===== config.mk =====
export PLATFORM = sky130hd
export DESIGN_NAME = abc_input_conditioner
export DESIGN_NICKNAME = d
export VERILOG_FILES = /design/src/rtl/abc_cond_pkg.sv /design/src/rtl/debounce_ch.sv /design/src/rtl/abc_input_conditioner.sv
export SDC_FILE = /design/constraint.sdc
export NUM_CORES = 1
export LEC_CHECK = 0
export CAP_MARGIN = 40
export CELL_PAD_IN_SITES_DETAIL_PLACEMENT = 0
export CELL_PAD_IN_SITES_GLOBAL_PLACEMENT = 2
export CORE_MARGIN = 2
export CORE_UTILIZATION = 37
export DETAILED_ROUTE_END_ITERATION = 12
export PLACE_DENSITY_LB_ADDON = 0.1
export SYNTH_ARGS = -nofsm -noshare
export SYNTH_HDL_FRONTEND = slang
export SYNTH_SLANG_ARGS = --single-unit

===== constraint.sdc =====
create_clock -name clk -period 1.9 [get_ports clk]
set_input_delay 0.57 -clock clk [delete_from_list [all_inputs] [get_ports clk]]
set_output_delay 0.57 -clock clk [all_outputs]
set_load 0.02 [all_outputs]

===== src/rtl/abc_cond_pkg.sv =====
// Shared defaults and channel indices for the a/b/c input conditioner.
package abc_cond_pkg;
  localparam int N_CH_DEFAULT   = 3;
  localparam int STABLE_DEFAULT = 4;
  localparam int CH_A = 2;
  localparam int CH_B = 1;
  localparam int CH_C = 0;
endpackage


===== src/rtl/debounce_ch.sv =====
// One input channel: 2-flop synchroniser, stability-count debouncer and
// registered rise/fall strobes.
module debounce_ch
  import abc_cond_pkg::*;
#(
  parameter int STABLE_CYCLES = STABLE_DEFAULT
) (
  input  logic clk,
  input  logic reset_n,
  input  logic raw,
  output logic clean,
  output logic rise,
  output logic fall,
  output logic fire
);
  localparam int CNT_W = $clog2(STABLE_CYCLES + 1);
  localparam logic [CNT_W-1:0] LAST = CNT_W'(STABLE_CYCLES - 1);

  logic             sync1, sync2;
  logic [CNT_W-1:0] count;

  // fire marks the edge on which clean takes the synchronised value
  assign fire = (sync2 != clean) && (count == LAST);

  always_ff @(posedge clk or negedge reset_n) begin
    if (!reset_n) begin
      sync1 <= 1'b0;
      sync2 <= 1'b0;
      clean <= 1'b0;
      count <= '0;
      rise  <= 1'b0;
      fall  <= 1'b0;
    end else begin
      sync1 <= raw;
      sync2 <= sync1;
      rise  <= fire & sync2;
      fall  <= fire & ~sync2;
      if (sync2 == clean) begin
        count <= '0;
      end else if (fire) begin
        clean <= sync2;
        count <= '0;
      end else begin
        count <= count + CNT_W'(1);
      end
    end
  end
endmodule


===== src/rtl/abc_input_conditioner.sv =====
// Conditions raw a/b/c lines into clean, clock-aligned levels plus edge
// strobes for the downstream sequential block.
module abc_input_conditioner
  import abc_cond_pkg::*;
#(
  parameter int N_CH          = N_CH_DEFAULT,
  parameter int STABLE_CYCLES = STABLE_DEFAULT
) (
  input  logic            clk,
  input  logic            reset_n,
  input  logic [N_CH-1:0] raw_in,
  output logic [N_CH-1:0] clean_out,
  output logic [N_CH-1:0] rise,
  output logic [N_CH-1:0] fall,
  output logic            any_change
);
  logic [N_CH-1:0] fire;

  for (genvar i = 0; i < N_CH; i++) begin : g_ch
    debounce_ch #(.STABLE_CYCLES(STABLE_CYCLES)) u_ch (
      .clk    (clk),
      .reset_n(reset_n),
      .raw    (raw_in[i]),
      .clean  (clean_out[i]),
      .rise   (rise[i]),
      .fall   (fall[i]),
      .fire   (fire[i])
    );
  end

  // Registered from the per-channel fire terms so it lines up with rise/fall
  always_ff @(posedge clk or negedge reset_n) begin
    if (!reset_n) any_change <= 1'b0;
    else          any_change <= |fire;
  end
endmodule


### Word-level counts from Yosys, hierarchy flattened

Index checks and enable logic that the tools add are counted.
Widths: inputs -> output; s select.

* register bits: 25
* word-level logic and storage cells: 56
* output and inout port bits: 10

* reductions and logical operators: 7
* mux-type cells: 6
* equality and inequality tests: 9
* bitwise operators: 12
* add/sub/neg operators: 3

Operator list (number)
* $mux 3: 6
* $add 3x1->3 const B: 3
* $eq 3x2->1 const B: 3
* $and 1x1->1: 6
* $not 1->1: 6
* $reduce_and 2->1: 3
* $eq 1x1->1: 3
* $logic_and 1x1->1: 3
* $ne 1x1->1: 3
* $reduce_or 3->1: 1

### Longest topological paths before layout

Gate-level depths: netlist (run 1).

* depth in word-level cells: 4
* mapped depth: 4
* mapped depth without buffers: 4

### By module

From an unflattened synthesis (run 1), not the netlist that was laid out.

* cell total of the unflattened synthesis: 56
* area total of the unflattened synthesis: 898.4 um^2

By module, submodules not included
* debounce_ch: times used 3, area an instance 289.0 um^2, cells an instance 18, seq. area each 200.2 um^2
* abc_input_conditioner: times used 1, area an instance 31.3 um^2, cells an instance 2, seq. area each 25.0 um^2

### Worst setup path before layout (run 1)

OpenSTA, ideal clock, no wires.

* path kind: reg2reg
* from: register g_ch[0].u_ch.count[0]
* to: register g_ch[0].u_ch.clean
* library setup time: 0.125 ns
* cell stages (with the launch flop): 4
* setup slack: 0.746 ns
* arrival time: 1.029 ns
* cell sequence: dfrtp_1 > ha_1 > nand2b_1 > mux2_2

* word-level cells in the longest chain between the ends: 3

RTL lines
* start, declared: RTL line debounce_ch.sv:20 `logic [CNT_W-1:0] count;`
* start signal, assigned: RTL line debounce_ch.sv:44 `count <= count + CNT_W'(1);`
* $eq 3x2->1: RTL line debounce_ch.sv:23 `assign fire = (sync2 != clean) && (count == LAST);`
* $logic_and 1x1->1: RTL line debounce_ch.sv:23
* $reduce_and 2->1 (no line)
* end signal, assigned: RTL line debounce_ch.sv:41 `clean <= sync2;`
* end, declared: RTL line debounce_ch.sv:11 `output logic clean,`

No other way between the ends.
A chain may end at the register's enable or synchronous reset.

### Worst setup path after layout (run 1)

* from: register g_ch[2].u_ch.rise
* to: output rise[2]

RTL lines
* start, declared: RTL line debounce_ch.sv:12 `output logic rise,`
* start signal, assigned: RTL line debounce_ch.sv:36 `rise <= fire & sync2;`
* end, declared: RTL line abc_input_conditioner.sv:13 `output logic [N_CH-1:0] rise,`

No word-level cell between the ends.

==> results of run 1 <==
[flip-flops by register name, summed over array words and instances (netlist names)]
register	flops
any_change	1
g_ch.u_ch.sync2	3
g_ch.u_ch.sync1	3
g_ch.u_ch.rise	3
g_ch.u_ch.fall	3
g_ch.u_ch.clean	3
g_ch.u_ch.count	9
[per-stage QoR]
step | instance area [um2] | util [%] | hold WS, ns | power, uW
after floorplan | 946 | - | 0.274 | 1000
after global placement | 1060 | 43.3 | 0.335 | 1100
after detailed placement | 1060 | 43.3 | 0.339 | 1110
after CTS | 1090 | 44.2 | 0.372 | 1310
after global routing | 1090 | 44.3 | 0.375 | 1390
final | 1090 | 44.3 | 0.367 | 1290
[synthesized netlist by cell type]
cell and count:
nand2b_1 6, buf_4 9, ha_1 3, nor3b_1 6, nor2_1 3, nand2_1 3
mux2_2 3, and3_1 3, and3b_1 3, xor2_1 3, dfrtp_1 25, nand3_1 1
[logic make-up (layout without fill, tap and decap cells)]
logic type / Yosys count / in the layout / synth area share [%]
mux: 3 / 3 / 3.57
fa+ha+maj: 3 / 3 / 3.97
flops: 25 / 25 / 66.1
xor+xnor: 3 / 3 / 2.78
buf+inv: 9 / 19 / 7.14
simple gates: 25 / 25 / 16.4
[power groups by stage]
stage	Sequential [uW]	Combinational [uW]	Clock, uW
detailed placement	717	394	0
CTS	704	372	236
global placement	711	391	0
global route	719	412	260
floorplan	712	292	0
finish	703	363	220
[metal layers]
metal	wire [um]	vias to the layer above	GRT usage (%)	share of wire, %
li1	-	238	-	-
met1	539	224	11.8	47
met2	530	14	13.7	46
met3	72	2	5.74	6.2
met4	14	0	3.75	1.2
met5	0	-	0	0
[final cells by class]
| class | count | area (um2) |
|---|---|---|
| fillers | 228 | 1370 |
| multi-input cells | 34 | 253 |
| flip-flops and latches | 25 | 626 |
| well taps | 30 | 37.5 |
| clock buffers | 4 | 26.3 |
| repair buffers | 15 | 146 |
[worst max-delay path by stage]
stage	start	to	slack [ns]	depth (start not counted)
after global routing	g_ch[2].u_ch.rise	rise[2]	0.02	1
after floorplan	g_ch[0].u_ch.count[0]	g_ch[0].u_ch.clean	0.75	3
after detailed placement	g_ch[1].u_ch.clean	clean_out[1]	0.32	1
final	g_ch[2].u_ch.rise	rise[2]	0.09	1
after CTS	g_ch[1].u_ch.rise	rise[1]	0.05	1
after global placement	g_ch[2].u_ch.clean	clean_out[2]	0.33	1
[repair_timing]
item,4_1_cts,5_1_grt
gates cloned,0,0
endpoints found under the setup margin,3,1
resized for setup,3,1
==> flow_metrics.py, run 1 <==
metrics = {
    "yosys": {
        "post_synth.cell_area_avg_um2": 13.9,
        "synth_area_leaders": "dfrtp_1 66%, buf_4 7.1%, nor3b_1 4.8%",
        "syn_nets": 76,
        "synthesis.instances": 68,
        "synth_largest_type_area_fraction_pct": 66.1,
        "yosys.area.top_type": "dfrtp_1",
        "ys_seq_elements": 25,
        "netlist_area_um2": 946,
        "synth-seq-area-share_pct": 66.1,
        "ys_warn_count": 0,
        "synthDistinctLibCells": 12,
    },
    "place": {
        "detailedPlace.worstSlack_ns": 0.319,
        "placement.io_buffers": 14,
        "dpl.hpwl_um": 831,
        "placed_cells_incl_taps": 104,
        "finalWeightedCongestion": 0.601,
    },
    "critical_path": {
        "worst_r2r_endpoint": "g_ch[1].u_ch.clean",
        "setup.reg_to_reg.worst_slack_ns": 0.65,
        "timing.critical_path.max_delay_family": "buffers and inverters",
        "crit_fanout": 1,
        "worst_ep_required_time_ns": 1.33,
        "slowest_delay_ns": 0.59,
        "timing.setup.critical_path_class": "flop to primary output",
        "worstSetupEndpointType": "primary output",
        "cp.arrival_ns": 1.24,
        "timing.critical_path.buf_inv": 1,
        "worstReg2RegStart": "g_ch[1].u_ch.count[0]",
        "r2r_worst_path_depth": 3,
        "cp_slowest_cell": "clkdlybuf4s50_1",
        "startpoint_type": "flop",
        "cells_traversed_along_the_worst_timing_path": "clkdlybuf4s50_1",
    },
    "layout": {
        "num-nets-final": 87,
        "n_antenna_cell": 0,
        "stdcell_count": 108,
        "layout.cells.most_common": "dfrtp_1",
        "layout-drive-gt1-share_pct": 8.97,
        "mostFrequentLayoutCells": "25 x dfrtp_1, 10 x clkdlybuf4s50_1, 6 x nand2b_1, 6 x nor3b_1",
        "synthToLayoutAreaGrowth_pct": 15.1,
    },
    "clocking": {
        "cts.clk_slew.worst_paths_ns": 0.12,
        "clk_path_buf_depth": 2,
        "cts_root_buf": "clkbuf_4",
        "postCtsSetupBuffers": 0,
        "cts_buffers": 3,
        "cts.sink_count": 25,
        "ctsHoldBuffers": 0,
        "cts_htree_levels": 1,
        "cts_tree": "built",
        "worst_skew_pair.late_latency_ns": 0.30,
    },
    "worst_hold_path": {
        "hold_end": "g_ch[0].u_ch.sync2",
        "whs_path_depth": 0,
        "holdCritPathClass": "flop to flop",
        "holdCritStartpoint": "g_ch[0].u_ch.sync1",
    },
    "pwr": {
        "power.switching_fraction_pct": 30.7,
        "clkPwrFrac_pct": 17.1,
        "largest_voltage_drop_on_the_vdd_net_v": 0.000631,
        "power_frac_seq_pct": 54.7,
        "power_leakage_uw": 0.000546,
        "power_report.internal_total_uw": 892,
        "power_switching_uw": 395,
        "power.density_cell_area_nw_per_um2": 1180,
        "combPwrFrac_pct": 28.2,
    },
    "grt": {
        "antenna_found_initial": 0,
        "grt_use_total_pct": 9.60,
        "vias_in_the_first_global_route": 422,
        "gr-total-overflow": 0,
        "wire_length_of_the_first_global_routing_pass_um": 1860,
        "grt_max_degree": 26,
    },
    "timing": {
        "worstMarginPinSlew_ns": 0.307,
        "period_needed_ns": 1.81,
        "period_share_pct": 95.5,
        "final_critical_path_setup_slack_ns": 0.0851,
        "setup_repair_after_global_routing_missed_its_margin": "no",
        "fmaxAchievable_ghz": 0.551,
        "fin_tns_setup_ns": 0,
        "timing.final.max_slew_violations": 0,
        "worst_slew_margin_relative_to_its_limit_pct": 79.5,
        "worst_case_clock_skew_ns": 0.00354,
        "final_hold_viol_count": 0,
        "report.final.setup_viol": 0,
    },
    "run_status": {
        "run_status": "completed",
    },
    "floorplanning": {
        "io_pins": 15,
        "die_y_um": 54.6,
        "fp.dieW_um": 54.6,
        "initial_utilization_pct": 38.5,
        "core.rowCount": 18,
        "die_outline_area_um2": 2980,
        "core_footprint_um2": 2450,
    },
    "drt": {
        "routed_wirelength_um": 1160,
        "dr_total_vias": 478,
        "drtPass1Iterations": 2,
        "first_iter_violations": 1,
        "route.detailed.wl_per_inst_um": 10.7,
        "route.antenna.remaining_nets": 0,
        "drc": 0,
        "route.detailed.vias_per_inst": 4.43,
    },
    "run": {
        "drv.max_cap_violation_count": 0,
    },
}
(Power assumes the default switching activity.)
==> run 2, diff against run 1 <==
--- a/config.mk
+++ b/config.mk
@@ -11,7 +11,7 @@
 export CORE_MARGIN = 2
 export CORE_UTILIZATION = 37
 export DETAILED_ROUTE_END_ITERATION = 12
-export PLACE_DENSITY_LB_ADDON = 0.1
+export PLACE_DENSITY = 0.86
 export SYNTH_ARGS = -nofsm -noshare
 export SYNTH_HDL_FRONTEND = slang
 export SYNTH_SLANG_ARGS = --single-unit
==> flow_metrics.py, run 2 (synthesis gave the netlist of run 1 again) <==
metrics = {
    "run_status": {
        "run_status": "completed",
    },
    "critical_path": {
        "r2r_worst_path_depth": 3,
        "slowest_delay_ns": 0.59,
        "worstReg2RegStart": "g_ch[0].u_ch.count[0]",
        "cells_traversed_along_the_worst_timing_path": "clkdlybuf4s50_1",
        "worst_r2r_endpoint": "g_ch[0].u_ch.clean",
        "worstSetupEndpoint": "rise[2]",
        "cp.arrival_ns": 1.26,
        "worst_ep_required_time_ns": 1.33,
        "critPathLaunch": "g_ch[2].u_ch.rise",
        "timing.critical_path.max_delay_family": "buffers and inverters",
        "setup.reg_to_reg.worst_slack_ns": 0.65,
        "startpoint_type": "flop",
        "worstSetupEndpointType": "primary output",
        "cp.depth": 1,
        "cp_slowest_cell": "clkdlybuf4s50_1",
        "timing.critical_path.buf_inv": 1,
        "crit_fanout": 1,
        "timing.setup.critical_path_class": "flop to primary output",
    },
    "timing": {
        "timing.final.max_slew_violations": 0,
        "period_share_pct": 96.1,
        "setup_repair_after_global_routing_missed_its_margin": "no",
        "worstMarginPinSlew_ns": 0.308,
        "final_hold_viol_count": 0,
        "fin_tns_setup_ns": 0,
        "period_needed_ns": 1.83,
        "worst_slew_margin_relative_to_its_limit_pct": 79.4,
        "worst_case_clock_skew_ns": 0.00262,
        "report.final.setup_viol": 0,
        "final_critical_path_setup_slack_ns": 0.0742,
        "fmaxAchievable_ghz": 0.548,
    },
    "pwr": {
        "combPwrFrac_pct": 28.3,
        "power_switching_uw": 406,
        "power.switching_fraction_pct": 31.3,
        "clkPwrFrac_pct": 17.6,
        "power.density_cell_area_nw_per_um2": 1200,
        "power_leakage_uw": 0.000527,
        "power_frac_seq_pct": 54.1,
        "largest_voltage_drop_on_the_vdd_net_v": 0.000615,
        "power_report.internal_total_uw": 893,
    },
    "layout": {
        "layout-drive-gt1-share_pct": 8.97,
        "largest_register_ff_count": 9,
        "num-nets-final": 87,
        "fraction_of_the_core_area_covered_by_cells_at_the_end_of_the_flow_pct": 44.2,
        "area.sequential_um2": 626,
        "finalInstanceArea_um2": 1090,
        "layout.cells.most_common": "dfrtp_1",
        "fill_cells": 235,
        "multiInputGateArea_um2": 253,
        "regMostFlops": "g_ch.u_ch.count",
        "mostFrequentLayoutCells": "25 x dfrtp_1, 11 x clkdlybuf4s50_1, 6 x nand2b_1, 6 x nor3b_1",
        "n_antenna_cell": 0,
        "stdcell_count": 108,
        "synthToLayoutAreaGrowth_pct": 14.8,
    },
    "grt": {
        "antenna_found_initial": 0,
        "grt_use_total_pct": 10.6,
        "vias_in_the_first_global_route": 507,
        "grt_max_degree": 26,
        "wire_length_of_the_first_global_routing_pass_um": 2130,
        "gr-total-overflow": 0,
    },
    "clocking": {
        "cts.clk_slew.worst_paths_ns": 0.13,
        "cts_buffers": 3,
        "worst_skew_pair.late_latency_ns": 0.31,
        "postCtsSetupBuffers": 0,
        "cts_tree": "built",
        "clk_path_buf_depth": 2,
        "cts.sink_count": 25,
        "cts_htree_levels": 1,
        "cts_root_buf": "clkbuf_4",
    },
    "floorplanning": {
        "io_pins": 15,
        "core_footprint_um2": 2450,
        "core.rowCount": 18,
        "fp.dieW_um": 54.6,
        "die_y_um": 54.6,
        "die_outline_area_um2": 2980,
        "initial_utilization_pct": 38.5,
    },
    "place": {
        "dpl.hpwl_um": 903,
        "dpl_cell_area_um2": 1060,
        "placed_cells_incl_taps": 104,
        "placement.io_buffers": 14,
        "detailedPlace.worstSlack_ns": 0.321,
        "finalWeightedCongestion": 0.627,
    },
    "run": {
        "drv.max_cap_violation_count": 0,
    },
    "drt": {
        "routed_wirelength_um": 1240,
        "route.detailed.wl_per_inst_um": 11.5,
        "route.antenna.remaining_nets": 0,
        "drtPass1Iterations": 3,
        "dr_total_vias": 496,
        "route.detailed.vias_per_inst": 4.59,
        "first_iter_violations": 1,
        "drc": 0,
    },
    "worst_hold_path": {
        "holdCritPathClass": "flop to flop",
        "whs_path_depth": 0,
        "holdCritStartpoint": "g_ch[0].u_ch.sync1",
    },
}
[run 2: changes by cell type in the layout (fill, tap and decap cells not counted)]
cell             change
clkdlybuf4s50_1      +1
dlymetal6s2s_1       -1
[run 2: worst min path at each step]
stage / slack, ns / endpoint
after detailed placement: 0.34 / g_ch[0].u_ch.sync2
after CTS: 0.37 / g_ch[0].u_ch.sync2
after global routing: 0.37 / g_ch[0].u_ch.sync2
final: 0.36 / g_ch[0].u_ch.sync2
after global placement: 0.33 / g_ch[0].u_ch.sync2
after floorplan: 0.27 / any_change
[run 2: per-stage QoR]
| step | hold slack (ns) | total power (uW) |
|---|---|---|
| finish | 0.363 | 1300 |
| global route | 0.373 | 1400 |
| CTS | 0.367 | 1320 |
| detailed placement | 0.337 | 1110 |
| global placement | 0.332 | 1090 |
| floorplan | 0.274 | 1000 |
[run 2: power by group through the flow]
stage,logic (uW),clock network [uW],registers [uW]
floorplan,292,0,712
global placement,384,0,709
detailed placement,396,0,717
CTS,375,241,705
global route,427,256,721
finish,368,229,703
[run 2: per-layer routing]
layer  routed length (um)  share of wire, %  vias up  GRT usage, %
met5                    0                 0        -             0
met4                   13               1.1        0          7.50
met3                   42               3.4        2          2.46
met2                  628                51        8          16.3
met1                  552                45      251          13.0
li1                     -                 -      235             -
[run 2: timing repair]
item	CTS	global route
hold buffers	0	0
endpoints found under the setup margin	3	0
gates resized for setup	3	0
[run 2: layout make-up]
class	count	area share, %
sequential	25	57.6
clock buffer	4	2.42
tap	30	3.46
timing repair buffer	15	13.2
multi-input combinational	34	23.3
[run 2: worst register-to-register path, stage by stage (launching register included)]
cell	delay [ns]
dfrtp_1	0.41
ha_1	0.21
nand2b_1	0.18
mux2_2	0.36
